## src/rtl/step_sequencer_if.sv

```systemverilog
// Control and output bundle between the control FSM and the step sequencer.
// The master drives playback/config controls; the slave returns triggers and position.
interface step_sequencer_if #(
  parameter int CHANNELS = 4,
  parameter int STEPS    = 8
);
  localparam int CW = (CHANNELS > 1) ? $clog2(CHANNELS) : 1;
  localparam int LW = $clog2(STEPS + 1);
  localparam int SW = $clog2(STEPS);

  logic                start;
  logic                stop;
  logic                one_shot;
  logic                load_bpm;
  logic [7:0]          bpm_in;
  logic                load_len;
  logic [LW-1:0]       len_in;
  logic                wr_en;
  logic [CW-1:0]       wr_chan;
  logic [STEPS-1:0]    wr_data;
  logic [CHANNELS-1:0] mute;

  logic [CHANNELS-1:0] trig;
  logic                step_pulse;
  logic [SW-1:0]       step_idx;
  logic                running;

  modport master (
    output start, stop, one_shot, load_bpm, bpm_in, load_len, len_in,
           wr_en, wr_chan, wr_data, mute,
    input  trig, step_pulse, step_idx, running
  );

  modport slave (
    input  start, stop, one_shot, load_bpm, bpm_in, load_len, len_in,
           wr_en, wr_chan, wr_data, mute,
    output trig, step_pulse, step_idx, running
  );
endinterface

```

## src/rtl/step_sequencer.sv

```systemverilog
// Pattern sequencer with BPM-driven phase accumulator; emits one-cycle per-channel
// triggers on each sixteenth-note step, in loop or one-shot mode.
module step_sequencer #(
  parameter int CHANNELS  = 4,
  parameter int STEPS     = 8,
  parameter int CLK_HZ    = 50000000,
  parameter int BPM_RESET = 120
) (
  input  logic            clk,
  input  logic            reset,
  step_sequencer_if.slave bus
);
  localparam int LW = $clog2(STEPS + 1);
  localparam int SW = $clog2(STEPS);
  localparam int CW = (CHANNELS > 1) ? $clog2(CHANNELS) : 1;

  // A sixteenth note at bpm quarter-notes/min lasts CLK_HZ*15/bpm cycles.
  localparam longint        THRESH_L = longint'(CLK_HZ) * 15;
  localparam int            AW       = $clog2(THRESH_L + 256);
  localparam logic [AW-1:0] THRESH   = AW'(THRESH_L);

  typedef enum logic {IDLE = 1'b0, RUN = 1'b1} state_t;

  state_t              state, state_nxt;
  logic [AW-1:0]       acc, acc_nxt, acc_sum;
  logic [SW-1:0]       step_idx, idx_nxt;
  logic [7:0]          bpm;
  logic [LW-1:0]       len, len_eff;
  logic                at_last;
  logic                fire;
  logic [CHANNELS-1:0] trig, trig_nxt;
  logic                step_pulse;
  logic [STEPS-1:0]    pattern [CHANNELS];

  // Out-of-range lengths behave like a full pattern so step_idx never leaves the row.
  assign len_eff = (len == '0 || len > LW'(STEPS)) ? LW'(STEPS) : len;
  assign at_last = (LW'(step_idx) >= len_eff - 1'b1);
  // acc stays below THRESH, so acc+bpm always fits in AW bits.
  assign acc_sum = acc + AW'(bpm);

  // NOTE: every always_comb output gets a default first so no path leaves it unassigned (no latch).
  always_comb begin
    state_nxt = state;
    acc_nxt   = acc;
    idx_nxt   = step_idx;
    fire      = 1'b0;
    unique case (state)
      IDLE: begin
        if (bus.start && !bus.stop) begin
          state_nxt = RUN;
          acc_nxt   = '0;
          idx_nxt   = '0;
          fire      = 1'b1;
        end
      end
      RUN: begin
        if (bus.stop) begin
          state_nxt = IDLE;
          acc_nxt   = '0;
          idx_nxt   = '0;
        end else if (acc_sum >= THRESH) begin
          if (at_last && bus.one_shot) begin
            state_nxt = IDLE;
            acc_nxt   = '0;
            idx_nxt   = '0;
          end else begin
            acc_nxt = acc_sum - THRESH;
            idx_nxt = at_last ? '0 : step_idx + 1'b1;
            fire    = 1'b1;
          end
        end else begin
          acc_nxt = acc_sum;
        end
      end
      default: state_nxt = IDLE;
    endcase

    // Reads the row as it stood before any same-edge write.
    for (int c = 0; c < CHANNELS; c++)
      trig_nxt[c] = fire & pattern[c][idx_nxt] & ~bus.mute[c];
  end

  // NOTE: sequential state uses non-blocking assignments so all registers update together.
  always_ff @(posedge clk or negedge reset) begin
    if (!reset) begin
      state      <= IDLE;
      acc        <= '0;
      step_idx   <= '0;
      trig       <= '0;
      step_pulse <= 1'b0;
    end else begin
      state      <= state_nxt;
      acc        <= acc_nxt;
      step_idx   <= idx_nxt;
      trig       <= trig_nxt;
      step_pulse <= fire;
    end
  end

  // NOTE: the pattern store is flop-based and reset, because a reset must clear every row.
  always_ff @(posedge clk or negedge reset) begin
    if (!reset) begin
      bpm <= 8'(BPM_RESET);
      len <= LW'(STEPS);
      for (int c = 0; c < CHANNELS; c++) pattern[c] <= '0;
    end else begin
      if (bus.load_bpm) bpm <= bus.bpm_in;
      if (bus.load_len) len <= bus.len_in;
      for (int c = 0; c < CHANNELS; c++)
        if (bus.wr_en && bus.wr_chan == CW'(c)) pattern[c] <= bus.wr_data;
    end
  end

  assign bus.trig       = trig;
  assign bus.step_pulse = step_pulse;
  assign bus.step_idx   = step_idx;
  assign bus.running    = (state == RUN);
endmodule
```

## src/flat_wrapper.sv

```systemverilog
// flat-port wrapper written by rule: the top's interface ports become plain ports
module step_sequencer_flat 
#(
  parameter int CHANNELS  = 4,
  parameter int STEPS     = 8,
  parameter int CLK_HZ    = 50000000,
  parameter int BPM_RESET = 120
)
  (clk, reset, bus_start, bus_stop, bus_one_shot, bus_load_bpm, bus_bpm_in, bus_load_len, bus_len_in, bus_wr_en, bus_wr_chan, bus_wr_data, bus_mute, bus_trig, bus_step_pulse, bus_step_idx, bus_running);
  step_sequencer_if #(.CHANNELS(CHANNELS), .STEPS(STEPS)) bus_i ();
  input  logic clk;
  input  logic reset;
  input wire logic [$bits(bus_i.start)-1:0] bus_start;
  input wire logic [$bits(bus_i.stop)-1:0] bus_stop;
  input wire logic [$bits(bus_i.one_shot)-1:0] bus_one_shot;
  input wire logic [$bits(bus_i.load_bpm)-1:0] bus_load_bpm;
  input wire logic [$bits(bus_i.bpm_in)-1:0] bus_bpm_in;
  input wire logic [$bits(bus_i.load_len)-1:0] bus_load_len;
  input wire logic [$bits(bus_i.len_in)-1:0] bus_len_in;
  input wire logic [$bits(bus_i.wr_en)-1:0] bus_wr_en;
  input wire logic [$bits(bus_i.wr_chan)-1:0] bus_wr_chan;
  input wire logic [$bits(bus_i.wr_data)-1:0] bus_wr_data;
  input wire logic [$bits(bus_i.mute)-1:0] bus_mute;
  output wire logic [$bits(bus_i.trig)-1:0] bus_trig;
  output wire logic [$bits(bus_i.step_pulse)-1:0] bus_step_pulse;
  output wire logic [$bits(bus_i.step_idx)-1:0] bus_step_idx;
  output wire logic [$bits(bus_i.running)-1:0] bus_running;
  assign bus_i.start = bus_start;
  assign bus_i.stop = bus_stop;
  assign bus_i.one_shot = bus_one_shot;
  assign bus_i.load_bpm = bus_load_bpm;
  assign bus_i.bpm_in = bus_bpm_in;
  assign bus_i.load_len = bus_load_len;
  assign bus_i.len_in = bus_len_in;
  assign bus_i.wr_en = bus_wr_en;
  assign bus_i.wr_chan = bus_wr_chan;
  assign bus_i.wr_data = bus_wr_data;
  assign bus_i.mute = bus_mute;
  assign bus_trig = bus_i.trig;
  assign bus_step_pulse = bus_i.step_pulse;
  assign bus_step_idx = bus_i.step_idx;
  assign bus_running = bus_i.running;
  step_sequencer #(.CHANNELS(CHANNELS), .STEPS(STEPS), .CLK_HZ(CLK_HZ), .BPM_RESET(BPM_RESET)) u_core (.clk(clk), .reset(reset), .bus(bus_i));
endmodule
```

## config.mk

```make
export PLATFORM = sky130hd
export DESIGN_NAME = step_sequencer_flat
export DESIGN_NICKNAME = d
export VERILOG_FILES = /design/src/rtl/step_sequencer_if.sv /design/src/rtl/step_sequencer.sv /design/src/flat_wrapper.sv
export SDC_FILE = /design/constraint.sdc
export NUM_CORES = 1
export LEC_CHECK = 0
export ABC_AREA = 1
export CAP_MARGIN = 15
export CORE_ASPECT_RATIO = 1.1
export CORE_MARGIN = 10
export CORE_UTILIZATION = 55
export DETAILED_ROUTE_END_ITERATION = 10
export GPL_TIMING_DRIVEN = 0
export PLACE_DENSITY = 0.87
export SYNTH_ARGS = -nofsm -noshare
export SYNTH_HDL_FRONTEND = slang
export SYNTH_SLANG_ARGS = --single-unit
export TNS_END_PERCENT = 5
```

## constraint.sdc

```tcl
create_clock -name clk -period 3.8 [get_ports clk]
set_input_delay 0.95 -clock clk [delete_from_list [all_inputs] [get_ports clk]]
set_output_delay 0.95 -clock clk [all_outputs]
set_load 0.01 [all_outputs]
```

======== After elaboration in Yosys (flattened, before gate mapping) ========
Cells that the tools add are included.
storage, ports and cells
  register bits after elaboration ......... 83
  bits of input ports ..................... 34
  output and inout port bits .............. 9
  word-level logic and storage cells ...... 74
operators by class
  add/sub/neg operators ................... 4
  order comparisons ....................... 4
  equality and inequality tests ........... 4
  mux-type cells .......................... 28
  bitwise gates (word level) .............. 13
  reductions and logical operators ........ 10
operator list
  kind                                                                          number
  30-bit two-way mux                                                            4
  30-bit one-hot mux with 2 select lines                                        1
  30-bit by 8-bit adder with 30-bit output                                      1
  30-bit >= comparator, second input constant                                   1
  30-bit subtractor, second input constant                                      1
  3-bit two-way mux                                                             5
  1-bit binary-select mux with 3-bit select                                     4
  1-bit two-way mux                                                             10
  1-bit bitwise AND                                                             8
  1-bit logical AND                                                             6
  3-bit one-hot mux with 2 select lines                                         1
  1-bit inverter                                                                5
  2-bit == test, second input constant                                          2
  3-bit by 4-bit >= comparator with 1-bit output                                1
  4-bit greater-than comparator, second input constant                          1
  4-bit zero test                                                               1
  3-bit by 4-bit less-than comparator with 1-bit output, second input constant  1
  4-bit two-way mux                                                             1
  1-bit one-hot mux with 2 select lines                                         2
  4-bit by 1-bit subtractor with 4-bit output, second input constant            1
  3-bit by 1-bit adder with 3-bit output, second input constant                 1
  2-bit by 1-bit == test with 1-bit output, second input constant               1
  2-bit zero test                                                               1
  2-bit by 1-bit inequality test with 1-bit output, second input constant       1
  2 further kinds                                                               2

======== Logic depth before layout (Yosys ltp) ========
  word-level depth ........................ 14
  mapped depth ............................ 27
  gate-level depth less buffers ........... 26

======== Least setup slack after synthesis ========
OpenSTA, ideal clock, no wires.
  path kind ............................... reg-to-reg
  start point ............................. reg u_core.bpm[0]
  end point ............................... reg u_core.acc[29]
  library setup time ...................... 132 ps
  arrival ................................. 2965 ps
  required time ........................... 3668 ps
  slack ................................... 703 ps
  cell stages (with the launch flop) ...... 22
  buffers on the path ..................... 0
  period minus slack after synthesis ...... 3097 ps
  cell sequence ........................... dfrtp_1 ha_1 inv_1 fa_1 inv_1 nand3_1 nand3_1 nand2_2 nand2_4 xor2_1 ha_1 nand3_1 o21ai_0 nor2_1 nand2_1 nand2_1 nand2_1 nand3_1 a21boi_0 o21ai_0 nand3_1 o21ai_0
between the ends
  longest elaborated chain between the ends .. 6
  elaborated cells on any way between the ends .. 7
  classes of those cells .................. add/sub: 2; order compare: 1; mux: 4
RTL lines
  element                                       RTL line               RTL
  start, declared                               step_sequencer.sv:27   logic [7:0] bpm;
  start signal, assigned                        step_sequencer.sv:103  bpm <= 8'(BPM_RESET);
  start signal, assigned                        step_sequencer.sv:107  if (bus.load_bpm) bpm <= bus.bpm_in;
  30-bit by 8-bit adder with 30-bit output (*)  step_sequencer.sv:39   assign acc_sum = acc + AW'(bpm);
  30-bit subtractor                             step_sequencer.sv:67   acc_nxt = acc_sum - THRESH;
  30-bit two-way mux                            step_sequencer.sv:62   if (at_last && bus.one_shot) begin
  30-bit two-way mux (*)                        step_sequencer.sv:61   end else if (acc_sum >= THRESH) begin
  30-bit two-way mux (*)                        step_sequencer.sv:57   if (bus.stop) begin
  30-bit one-hot mux with 2 select lines (*)    step_sequencer.sv:47   unique case (state)
  end signal, assigned                          step_sequencer.sv:93   acc <= acc_nxt;
  end, declared                                 step_sequencer.sv:25   logic [AW-1:0] acc, acc_nxt, acc_sum;
Every way passes the cells marked *; elsewhere a longest branch is shown, timed or not.
A chain may end at the register's enable or synchronous reset.

======== Final worst setup path ========
  start point ............................. reg u_core.bpm[0]
  end point ............................... reg u_core.trig[0] (netlist: u_core.bus.trig[0])
between the ends
  longest elaborated chain between the ends .. 9
  elaborated cells on any way between the ends .. 12
  classes of those cells .................. add/sub: 1; order compare: 1; mux: 8; bitwise: 2
RTL lines
  element                                    RTL line              RTL
  30-bit by 8-bit adder with 30-bit output   step_sequencer.sv:39
  30-bit >= comparator                       step_sequencer.sv:61
  3-bit two-way mux                          step_sequencer.sv:61
  3-bit two-way mux                          step_sequencer.sv:57
  3-bit one-hot mux with 2 select lines      step_sequencer.sv:47
  net u_core.idx_nxt[0]                      step_sequencer.sv:26  logic [SW-1:0] step_idx, idx_nxt;
  1-bit binary-select mux with 3-bit select  step_sequencer.sv:80  trig_nxt[c] = fire & pattern[c][idx_nxt] & ~bus.mute[c];
  1-bit two-way mux (implied by the code)    step_sequencer.sv:80
  1-bit bitwise AND (2 in a row)             step_sequencer.sv:80
  net u_core.trig_nxt[0]                     step_sequencer.sv:31  logic [CHANNELS-1:0] trig, trig_nxt;
  end signal, assigned                       step_sequencer.sv:95  trig <= trig_nxt;
  end, declared                              step_sequencer.sv:31
The timed path passes the listed nets, and every way through them passes these cells. The select of a mux whose other input is x is not followed.

==> results.md <==
- Largest net degree at the start of global routing: 43
- Area Growth Syn to Fin: 16.7%
- Fin. Hold Viols: 0
- RR Endpoint: u_core.bus.trig[0]
- DRC viols: 0
- Max Slew Vio Count: 0
- Detailed Routing Iterations Pass 1: 5
- Final Net Count: 894
- Core ar.: 0.0103 mm^2
- MaxCap Viol Count: 0
- Status: completed
- Synth Instances: 791
- Yosys reg bits: 83
- Aggregate global routing overflow: 0
- Final HPWL DP: 11700 um
- Hold-critical path endpoint: u_core.pattern[5]
- Slowest CP cell: fa_1
- Layout filler cell count: 871
- Final wirelength: 15800 um
- Sequential fraction of the synthesis area: 36.2%
- Worst path max stage delay: 0.41 ns
- Die Ht: 127 um
- Power per Cell Area: 348 mW/mm^2
- Num CTS Buffers: 9
- Later-pin clock latency in the skew report: 0.35 ns
- Critical path class: flop to flop
- Pre-CTS setup slack: 0.0527 ns
- Layout cell share with drive strength beyond 1: 15.5%
- RSZ-0062 raised after global routing: no
- Tcrit/Tclk final: 92.9%
- Async set-reset flop share out of synthesis: 100%
- Diodes inserted: 0
- WL/cell: 15.9 um
- Syn. warnings: 0
- Port Buf Inserts: 41
- Row cnt: 39
- Top_reg_cell synth: dfrtp_1
- Final Util: 65.2%
- Gr usage total: 20.8%
- Root buffer cell: clkbuf_16
- Via Count: 5598
- Worst Hold Depth: 2
- Top Ports: 43
- Flop-to-flop setup slack: 0.27 ns
- Via count of the first global-routing pass: 5474
- Antenna Nets Post-Route: 0
- LEAKAGE: 0.00310 uW
- Starting Density: 55.8%
- CTS sink cnt: 83
- TritonCTS clock tree: done
- Drt initial violations: 493
- Hold Path Origin: u_core.pattern[5]
- Yosys cell types: 53
- Crit path DAT: 3.79 ns
- Final RePlAce weighted congestion: 0.953
- Mapped cell area: 0.00575 mm^2
- Slew headroom: 57.4%
- Mapped Nets: 840
- H-tree lvl count: 3
- Startpoint Class: flop
- Final setup viols: 0
- Hold_buf cts: 0
- Area of the multi-input gates: 0.00326 mm^2
- Final worst slack: 0.270 ns
- Worst-Margin Slew: 0.640 ns
- Die W: 117 um
- Antenna violations before repair: 0
- CTS max path bufs: 2
- Mean post-synth cell area: 7.27 um^2
- Critical path peak fanout: 10
- Global-route wire length before repair: 25900 um
- Final worst path period need: 3.53 ns
- Req. time, crit path: 4.06 ns
- Hold Path Class: flop to flop
- R2r worst-path depth: 27
- Worst R2R Start: u_core.bpm[0]
- Skew final: 0.0102 ns
- Die Area: 0.0149 mm^2
- CP most frequent cell: nand2_1
- Seq. cell area: 0.00208 mm^2
- Fmax: 0.283 GHz
- Max VDD drop: 0.000292 V
- Vias per cell: 5.64
- Clock-pin slew on the worst setup and hold paths: 0.07 ns
- Post-synth EDFFs: 0
- CP endpoint kind: flop
## cell usage in the layout (no fill, tap or decap), types with 8 or more instances in the layout
cell type,instances
inv_1,78
nand2_1,239
nor2_2,12
nor2_1,35
a21oi_1,23
clkbuf_16,9
ha_1,13
nand2_2,26
mux2_2,10
o22ai_1,10
inv_2,15
nand3_2,8
nand4_1,12
clkbuf_1,10
dfrtp_1,78
clkdlybuf4s50_1,40
nand3_1,78
o21ai_0,60
## critical path, delay by kind of cell, from the launching register on
kind	cells	cell delay, ns
and+or+nand+nor	21	1.97
DFF	1	0.40
buffers and inverters	3	0.30
adders and majority gates	2	0.59
AOI/OAI and AO/OA	1	0.20
## Yosys cell counts, types with 7 or more instances
| cell | count | area, um^2 |
|---|---|---|
| a21oi_1 | 24 | 120 |
| clkbuf_1 | 9 | 33.8 |
| dfrtp_1 | 78 | 1950 |
| ha_1 | 14 | 175 |
| inv_1 | 79 | 297 |
| inv_2 | 15 | 56.3 |
| mux2_2 | 10 | 113 |
| nand2_1 | 240 | 901 |
| nand2_2 | 26 | 163 |
| nand3_1 | 79 | 395 |
| nand3_2 | 7 | 70.1 |
| nand4_1 | 12 | 75.1 |
| nor2_1 | 37 | 139 |
| nor2_2 | 10 | 62.6 |
| nor2_4 | 7 | 78.8 |
| nor3_1 | 7 | 35.0 |
| o21ai_0 | 61 | 305 |
| o22ai_1 | 10 | 62.6 |
## worst max path at each step
stage                  start            endpoint  depth (start not counted)
2_1_floorplan  u_core.bpm[0]      u_core.acc[29]                         21
3_3_place_gp           reset      u_core.acc[27]                          1
3_5_place_dp   u_core.bpm[0]      u_core.acc[29]                         21
4_1_cts        u_core.bpm[0]      u_core.acc[29]                         21
5_1_grt        u_core.bpm[0]  u_core.bus.trig[1]                         26
6_report       u_core.bpm[0]  u_core.bus.trig[0]                         27
## through the flow
| step | TNS (ns) | power (uW) | instance area [um^2] | hold WS [ns] | std cells |
|---|---|---|---|---|---|
| after floorplan | 0 | 1320 | 5750 | 0.453 | 791 |
| after global placement | -94.06 | 1450 | 6340 | 0.466 | 975 |
| after detailed placement | 0 | 1470 | 6350 | 0.470 | 976 |
| after CTS | 0 | 2320 | 6650 | 0.489 | 992 |
| after global routing | 0 | 2440 | 6710 | 0.502 | 993 |
| final | 0 | 2340 | 6710 | 0.489 | 993 |
## layer usage
| layer | up-vias | wire length (um) | global-route usage [%] |
|---|---|---|---|
| met4 | 0 | 605 | 9.75 |
| met5 | - | 0 | 0 |
| met3 | 55 | 1150 | 3.57 |
| li1 | 2707 | - | - |
| met1 | 2580 | 6060 | 24.0 |
| met2 | 256 | 7950 | 37.0 |
## sequential cells by signal, summed over array words and instances (netlist names)
register and cells:
u_core.bus.running 1, u_core.bus.trig 4, u_core.acc 30, u_core.bpm 8, u_core.bus.step_pulse 1, u_core.pattern 32
u_core.len 4, u_core.bus.step_idx 3
## power breakdown
part	switching, uW	internal (uW)	total [uW]
clock network	378	484	862
logic	270	176	446
registers	54.9	972	1030
## cell families after synthesis
kind of cell,synth area share [%]
and+or+nand+nor,36.3
adders and majority gates,3.40
DFF,36.2
xor gates and xnor gates,1.65
AOI/OAI and AO/OA,12.5
buffers and inverters,7.97
muxes,1.96
## timing repair
item                                    4_1_cts  5_1_grt
endpoints found under the setup margin        1       27
setup buffers                                 0        1
resized for setup                             1       13
## area by class of cell
| cell class | instances | area share (%) |
|---|---|---|
| Multi-Input combinational cell | 595 | 48.6 |
| Sequential cell | 83 | 31.1 |
| Timing Repair Buffer | 43 | 6.49 |
| Inverter | 97 | 5.46 |
| Clock buffer | 12 | 3.82 |
| Tap cell | 143 | 2.67 |
| Buffer | 16 | 1.40 |
| Clock inverter | 4 | 0.504 |
Note: power is estimated with default switching activity, not from simulation.
